## src/rtl/sdram_access_arbiter.sv

```systemverilog
// SDRAM port arbiter: loader writes, VGA reads and auto-refresh
// share one controller port in bounded bursts.
module sdram_access_arbiter #(
  parameter int BURST_LEN        = 8,
  parameter int REFRESH_INTERVAL = 1040,
  parameter int CNT_W            = 11
) (
  input  logic clk,
  input  logic rst_n,
  input  logic init_done,
  input  logic wr_req,
  input  logic rd_req,
  input  logic rd_urgent,
  input  logic word_done,
  input  logic refresh_done,
  output logic wr_grant,
  output logic rd_grant,
  output logic sdram_write_mode,
  output logic sdram_read_mode,
  output logic refresh_req,
  output logic refresh_overrun,
  output logic busy
);

  localparam int WC_W = $clog2(BURST_LEN) + 1;
  localparam logic [WC_W-1:0] LAST_WORD =
    WC_W'(BURST_LEN - 1);
  localparam logic [CNT_W-1:0] TMR_TOP =
    CNT_W'(REFRESH_INTERVAL - 1);

  typedef enum logic [1:0] {
    IDLE,
    GRANT_WR,
    GRANT_RD,
    REFRESH
  } state_t;

  state_t          state;
  logic [WC_W-1:0] word_cnt;
  logic [CNT_W-1:0] timer;
  logic            pending;
  logic            last_rd;
  logic            expire;
  logic            take_refresh;
  logic            last_word;
  logic            wr_end;
  logic            rd_end;

  assign expire       = init_done && (timer == TMR_TOP);
  assign take_refresh = (state == IDLE) && init_done && pending;
  assign last_word    = word_done && (word_cnt == LAST_WORD);
  assign wr_end       = !wr_req || last_word;
  assign rd_end       = !rd_req || last_word;

  assign sdram_write_mode = wr_grant;
  assign sdram_read_mode  = rd_grant;

  // Expiry wins over the clear taken on refresh entry.
  always_ff @(posedge clk or negedge rst_n) begin
    if (!rst_n) begin
      timer           <= '0;
      pending         <= 1'b0;
      refresh_overrun <= 1'b0;
    end else begin
      if (!init_done) begin
        timer   <= '0;
        pending <= 1'b0;
      end else begin
        timer <= expire ? '0 : timer + 1'b1;
        if (expire)
          pending <= 1'b1;
        else if (take_refresh)
          pending <= 1'b0;
      end
      if (expire && pending)
        refresh_overrun <= 1'b1;
    end
  end

  always_ff @(posedge clk or negedge rst_n) begin
    if (!rst_n) begin
      state       <= IDLE;
      word_cnt    <= '0;
      last_rd     <= 1'b0;
      wr_grant    <= 1'b0;
      rd_grant    <= 1'b0;
      refresh_req <= 1'b0;
      busy        <= 1'b0;
    end else begin
      unique case (state)
        IDLE: begin
          word_cnt <= '0;
          if (init_done) begin
            if (pending) begin
              state       <= REFRESH;
              refresh_req <= 1'b1;
              busy        <= 1'b1;
            end else if (rd_req &&
                         (rd_urgent || !wr_req || !last_rd)) begin
              state    <= GRANT_RD;
              rd_grant <= 1'b1;
              busy     <= 1'b1;
            end else if (wr_req) begin
              state    <= GRANT_WR;
              wr_grant <= 1'b1;
              busy     <= 1'b1;
            end
          end
        end
        GRANT_WR: begin
          if (wr_end) begin
            state    <= IDLE;
            word_cnt <= '0;
            last_rd  <= 1'b0;
            wr_grant <= 1'b0;
            busy     <= 1'b0;
          end else if (word_done) begin
            word_cnt <= word_cnt + 1'b1;
          end
        end
        GRANT_RD: begin
          if (rd_end) begin
            state    <= IDLE;
            word_cnt <= '0;
            last_rd  <= 1'b1;
            rd_grant <= 1'b0;
            busy     <= 1'b0;
          end else if (word_done) begin
            word_cnt <= word_cnt + 1'b1;
          end
        end
        REFRESH: begin
          if (refresh_done) begin
            state       <= IDLE;
            refresh_req <= 1'b0;
            busy        <= 1'b0;
          end
        end
        default: state <= IDLE;
      endcase
    end
  end

endmodule

```

## config.mk

```make
export PLATFORM = sky130hd
export DESIGN_NAME = sdram_access_arbiter
export DESIGN_NICKNAME = d
export VERILOG_FILES = /design/src/rtl/sdram_access_arbiter.sv
export SDC_FILE = /design/constraint.sdc
export NUM_CORES = 1
export LEC_CHECK = 0
export BUFFER_PORTS_ARGS = -buffer_cell sky130_fd_sc_hd__buf_2
export CORE_ASPECT_RATIO = 1.2
export CORE_MARGIN = 5
export CORE_UTILIZATION = 60
export CTS_CLUSTER_DIAMETER = 60
export DETAILED_ROUTE_END_ITERATION = 7
export HOLD_SLACK_MARGIN = 0.12
export PLACE_DENSITY = 0.88
export SYNTH_ARGS = -nofsm -noshare
export SYNTH_HDL_FRONTEND = slang
export SYNTH_SLANG_ARGS = --single-unit
export TNS_END_PERCENT = 20
```

## constraint.sdc

```tcl
create_clock -name clk -period 3.7 [get_ports clk]
set_input_delay 0.37 -clock clk [delete_from_list [all_inputs] [get_ports clk]]
set_output_delay 0.37 -clock clk [all_outputs]
set_load 0.02 [all_outputs]
```

==> summary.txt <==
=====================================================================================
Outcome                                                                  finished clean
Data arrival time of the critical path                                        1.85 ns
Global route total overflow                                                         0
Period utilisation layout                                                      43.95%
Clock tree from TritonCTS                                                       built
Number of routed nets with antenna violations                                       0
Min-delay worst type                                                           in2reg
Maximum net fanout on the critical path                                             4
Crit path launch type                                                        register
Clock skew after layout                                                  0.0006205 ns
Synth Flop Type                                                          sky130_fd_sc_hd__dfrtp_1
Ranking of synthesized cells by area                                     sky130_fd_sc_hd__dfrtp_1, sky130_fd_sc_hd__ha_1, sky130_fd_sc_hd__xor2_1, sky130_fd_sc_hd__nand2_1, sky130_fd_sc_hd__nor2_1
Library cell used as clock root buffer                                   sky130_fd_sc_hd__clkbuf_4
Most repeated cell in the gate-level netlist after synthesis             sky130_fd_sc_hd__dfrtp_1
Setup repair after global routing missed its margin                             false
Combined global-route utilization of all metal layers                          18.53%
Worst setup path class                                                        reg2reg
Layout net count                                                                  155
Setup violations, final                                                             0
Post-synthesis net count                                                          138
Global-route wire length before repair                                       4.222 mm
Share of layout cells above drive strength 1                                   15.83%
Number of max-slew violations in the final report                                   0
Average footprint of a synthesized cell                                    10.46 um^2
Sequential area share after synthesis                                          46.69%
Initial core utilization                                                       62.76%
Power per cell area                                                      561.5 mW/mm^2
Die area                                                                 0.003174 mm^2
Drt first-iter violations                                                           9
Sum of internal, switching and leakage power                                0.8065 mW
Number of remaining DRC errors                                                      0
Internal                                                                    0.5252 mW
Via count of the routed design                                                    945
Number of flops mapped to enable cells by yosys                                     0
DIE HEIGHT                                                                   60.72 um
Final HPWL from detailed placement                                           1.837 mm
Routed wire per std cell                                                     14.46 um
Core outline area                                                        0.002049 mm^2
Drt pass-1 iters                                                                    4
Worst-Skew Late Latency                                                       0.32 ns
Die span in x                                                                52.27 um
Worst-margin pin slew                                                       0.5180 ns
Routability congestion estimate from global placement                          0.8335
P_sw                                                                        0.2814 mW
Placement Rows                                                                     18
Synth area leader                                                        sky130_fd_sc_hd__dfrtp_1
Warning count from the yosys run                                                    0
Max H-tree Level                                                                    1
Worst EP required                                                             3.93 ns
# Max-Cap Violations                                                                0
Layout Utilization                                                             70.09%
# IOs                                                                              15
Most instantiated cells after synthesis                                  sky130_fd_sc_hd__dfrtp_1, sky130_fd_sc_hd__nand2_1, sky130_fd_sc_hd__nor2_1, sky130_fd_sc_hd__xor2_1, sky130_fd_sc_hd__ha_1
Resized cells post-CTS                                                              0
Clock-pin slew of the registers on the worst-case setup and hold paths        0.13 ns
Hold violation total from the final report                                          0
Vias in the first global route                                                    998
Post-Route Hold Slack                                                       0.3239 ns
Routed via count divided by cell count                                          5.592
CP Capture Type                                                              register
Maximum number of buffers from clock root to sink                                   2
Syn Inst Count                                                                    123
Antenna diodes                                                                      0
Relative contribution of combinational cells to total power                     35.5%
Setup TNS Final                                                                  0 ns
Sequential share of power                                                       40.7%
Share of the synthesized area in the top cell type                             46.69%
Initial antenna violation count                                                     0
Async set or reset register ratio after synthesis                              100.0%
Clock power frac                                                                23.8%
Total wirelength of the detailed-routed design                               2.443 mm
Number of synthesized register bits                                                24
IR drop worst, VDD                                                        0.0005640 V
Fmax                                                                        615.0 MHz
Cts bufs inserted                                                                   3
Time the worst path needs with I/O delays and setup                          1.626 ns
Count of hold buffers inserted by post-cts repair                                   1
Unique masters post-synth                                                          33
CTS sink cnt                                                                       24
Setup repair bufs after CTS                                                         0
Post-synthesis to final-layout area growth                                     11.67%
Worst relative slew slack                                                      65.47%
Switching power share of the total                                             34.89%
Port-buffer cells                                                                  14
Post-Syn Area                                                            0.001286 mm^2
Leakage power summed over all cells                                         0.7116 nW
Pin count of the biggest net entering global routing                               25
=====================================================================================
[flip-flops by register name (all words and copies together), names as in the netlist]
signal            cells
timer                11
word_cnt              4
state                 2
busy                  1
last_rd               1
pending               1
rd_grant              1
refresh_overrun       1
refresh_req           1
sdram_write_mode      1
[critical path: stages, from the launching register on]
cell and delay, ns:
sky130_fd_sc_hd__dfrtp_1 0.42, sky130_fd_sc_hd__ha_1 0.20, sky130_fd_sc_hd__nand4b_2 0.14, sky130_fd_sc_hd__a21boi_4 0.18, sky130_fd_sc_hd__a221oi_4 0.27, sky130_fd_sc_hd__mux2_4 0.33
[kinds of logic after synthesis]
logic type	Yosys count	synth area share (%)
multiplexers	4	3.502
adder cells (fa/ha/maj)	7	6.809
AND/OR/NAND/NOR	49	19.94
flip-flops	24	46.69
XOR/XNOR	12	8.172
AO/OA/AOI/OAI	18	11.58
buffers and inverters	9	3.307
[path summary, 6_finish.rpt]
| check | slack, ns | startpoint | cells after the start | endpoint |
|---|---|---|---|---|
| setup / recovery | 2.07 | word_cnt[0] | 5 | busy |
| hold / removal | 0.32 | refresh_done | 3 | refresh_req |
| setup reg to reg | 2.07 | word_cnt[0] | 5 | busy |
| hold reg to reg | 0.46 | timer[0] | 1 | timer[0] |
| max in group asynchronous | 2.83 | rst_n | 2 | last_rd |
| min in group asynchronous | 0.53 | rst_n | 2 | timer[4] |
[per-stage QoR]
stage	area (um^2)	worst slack (ns)	instances
2_1_floorplan	1286	2.173	123
3_3_place_gp	1374	2.132	164
3_5_place_dp	1374	2.090	164
4_1_cts	1436	2.072	169
5_1_grt	1436	1.984	169
6_report	1436	2.074	169
[cell type report]
class,instances,area (um^2)
clock buffer,3,22.52
clock inverter,1,30.03
fill,143,613.1
inverter,6,22.52
multi-input combinational,90,643.1
sequential,24,600.6
tap,30,37.54
timing repair buffer,15,80.08
[power by group through the flow]
stage	registers, mW	logic, mW	clock network (mW)
detailed placement	0.334	0.283	0
global route	0.337	0.313	0.210
global placement	0.331	0.273	0
CTS	0.329	0.288	0.195
finish	0.329	0.286	0.192
floorplan	0.350	0.201	0
[cell usage in the layout, fill, tap and decap left out]
master                          Yosys  layout
sky130_fd_sc_hd__ha_1               7       7
sky130_fd_sc_hd__a21boi_0           1       1
sky130_fd_sc_hd__mux2i_1            3       3
sky130_fd_sc_hd__inv_1              6       6
sky130_fd_sc_hd__a311o_1            1       1
sky130_fd_sc_hd__a21o_1             1       1
sky130_fd_sc_hd__nand4b_1           1       1
sky130_fd_sc_hd__clkbuf_4           0       3
sky130_fd_sc_hd__xor2_1             9       9
sky130_fd_sc_hd__nand4b_2           1       1
sky130_fd_sc_hd__nand3_1            3       3
sky130_fd_sc_hd__nand2_1           14      14
sky130_fd_sc_hd__nor4b_1            1       1
sky130_fd_sc_hd__mux2_4             1       1
sky130_fd_sc_hd__nor2b_1            2       2
sky130_fd_sc_hd__nor3_1             2       2
sky130_fd_sc_hd__o21bai_1           1       1
sky130_fd_sc_hd__o2bb2ai_1          2       2
sky130_fd_sc_hd__xnor2_1            3       3
sky130_fd_sc_hd__bufinv_16          0       1
sky130_fd_sc_hd__dlygate4sd3_1      0       1
sky130_fd_sc_hd__a221oi_4           1       1
sky130_fd_sc_hd__and4_1             2       2
sky130_fd_sc_hd__a21oi_1            4       4
sky130_fd_sc_hd__and3_1             3       3
sky130_fd_sc_hd__o21ai_0            4       4
sky130_fd_sc_hd__buf_2              1      14
sky130_fd_sc_hd__o31ai_1            1       1
sky130_fd_sc_hd__a21boi_4           1       1
sky130_fd_sc_hd__nor2_1            12      12
sky130_fd_sc_hd__and2_1             3       3
sky130_fd_sc_hd__nand4_1            3       3
sky130_fd_sc_hd__dfrtp_1           24      24
sky130_fd_sc_hd__a31oi_1            1       1
sky130_fd_sc_hd__nand3b_1           2       2
[routing by layer]
layer  GRT usage (%)  vias up  wire [um]
li1                -      457          -
met1           20.82      457        986
met2           31.60       22       1274
met3           5.405        9         97
met4           10.22        0         85
met5               0        -          0
Power figures use the tool's default switching activity.
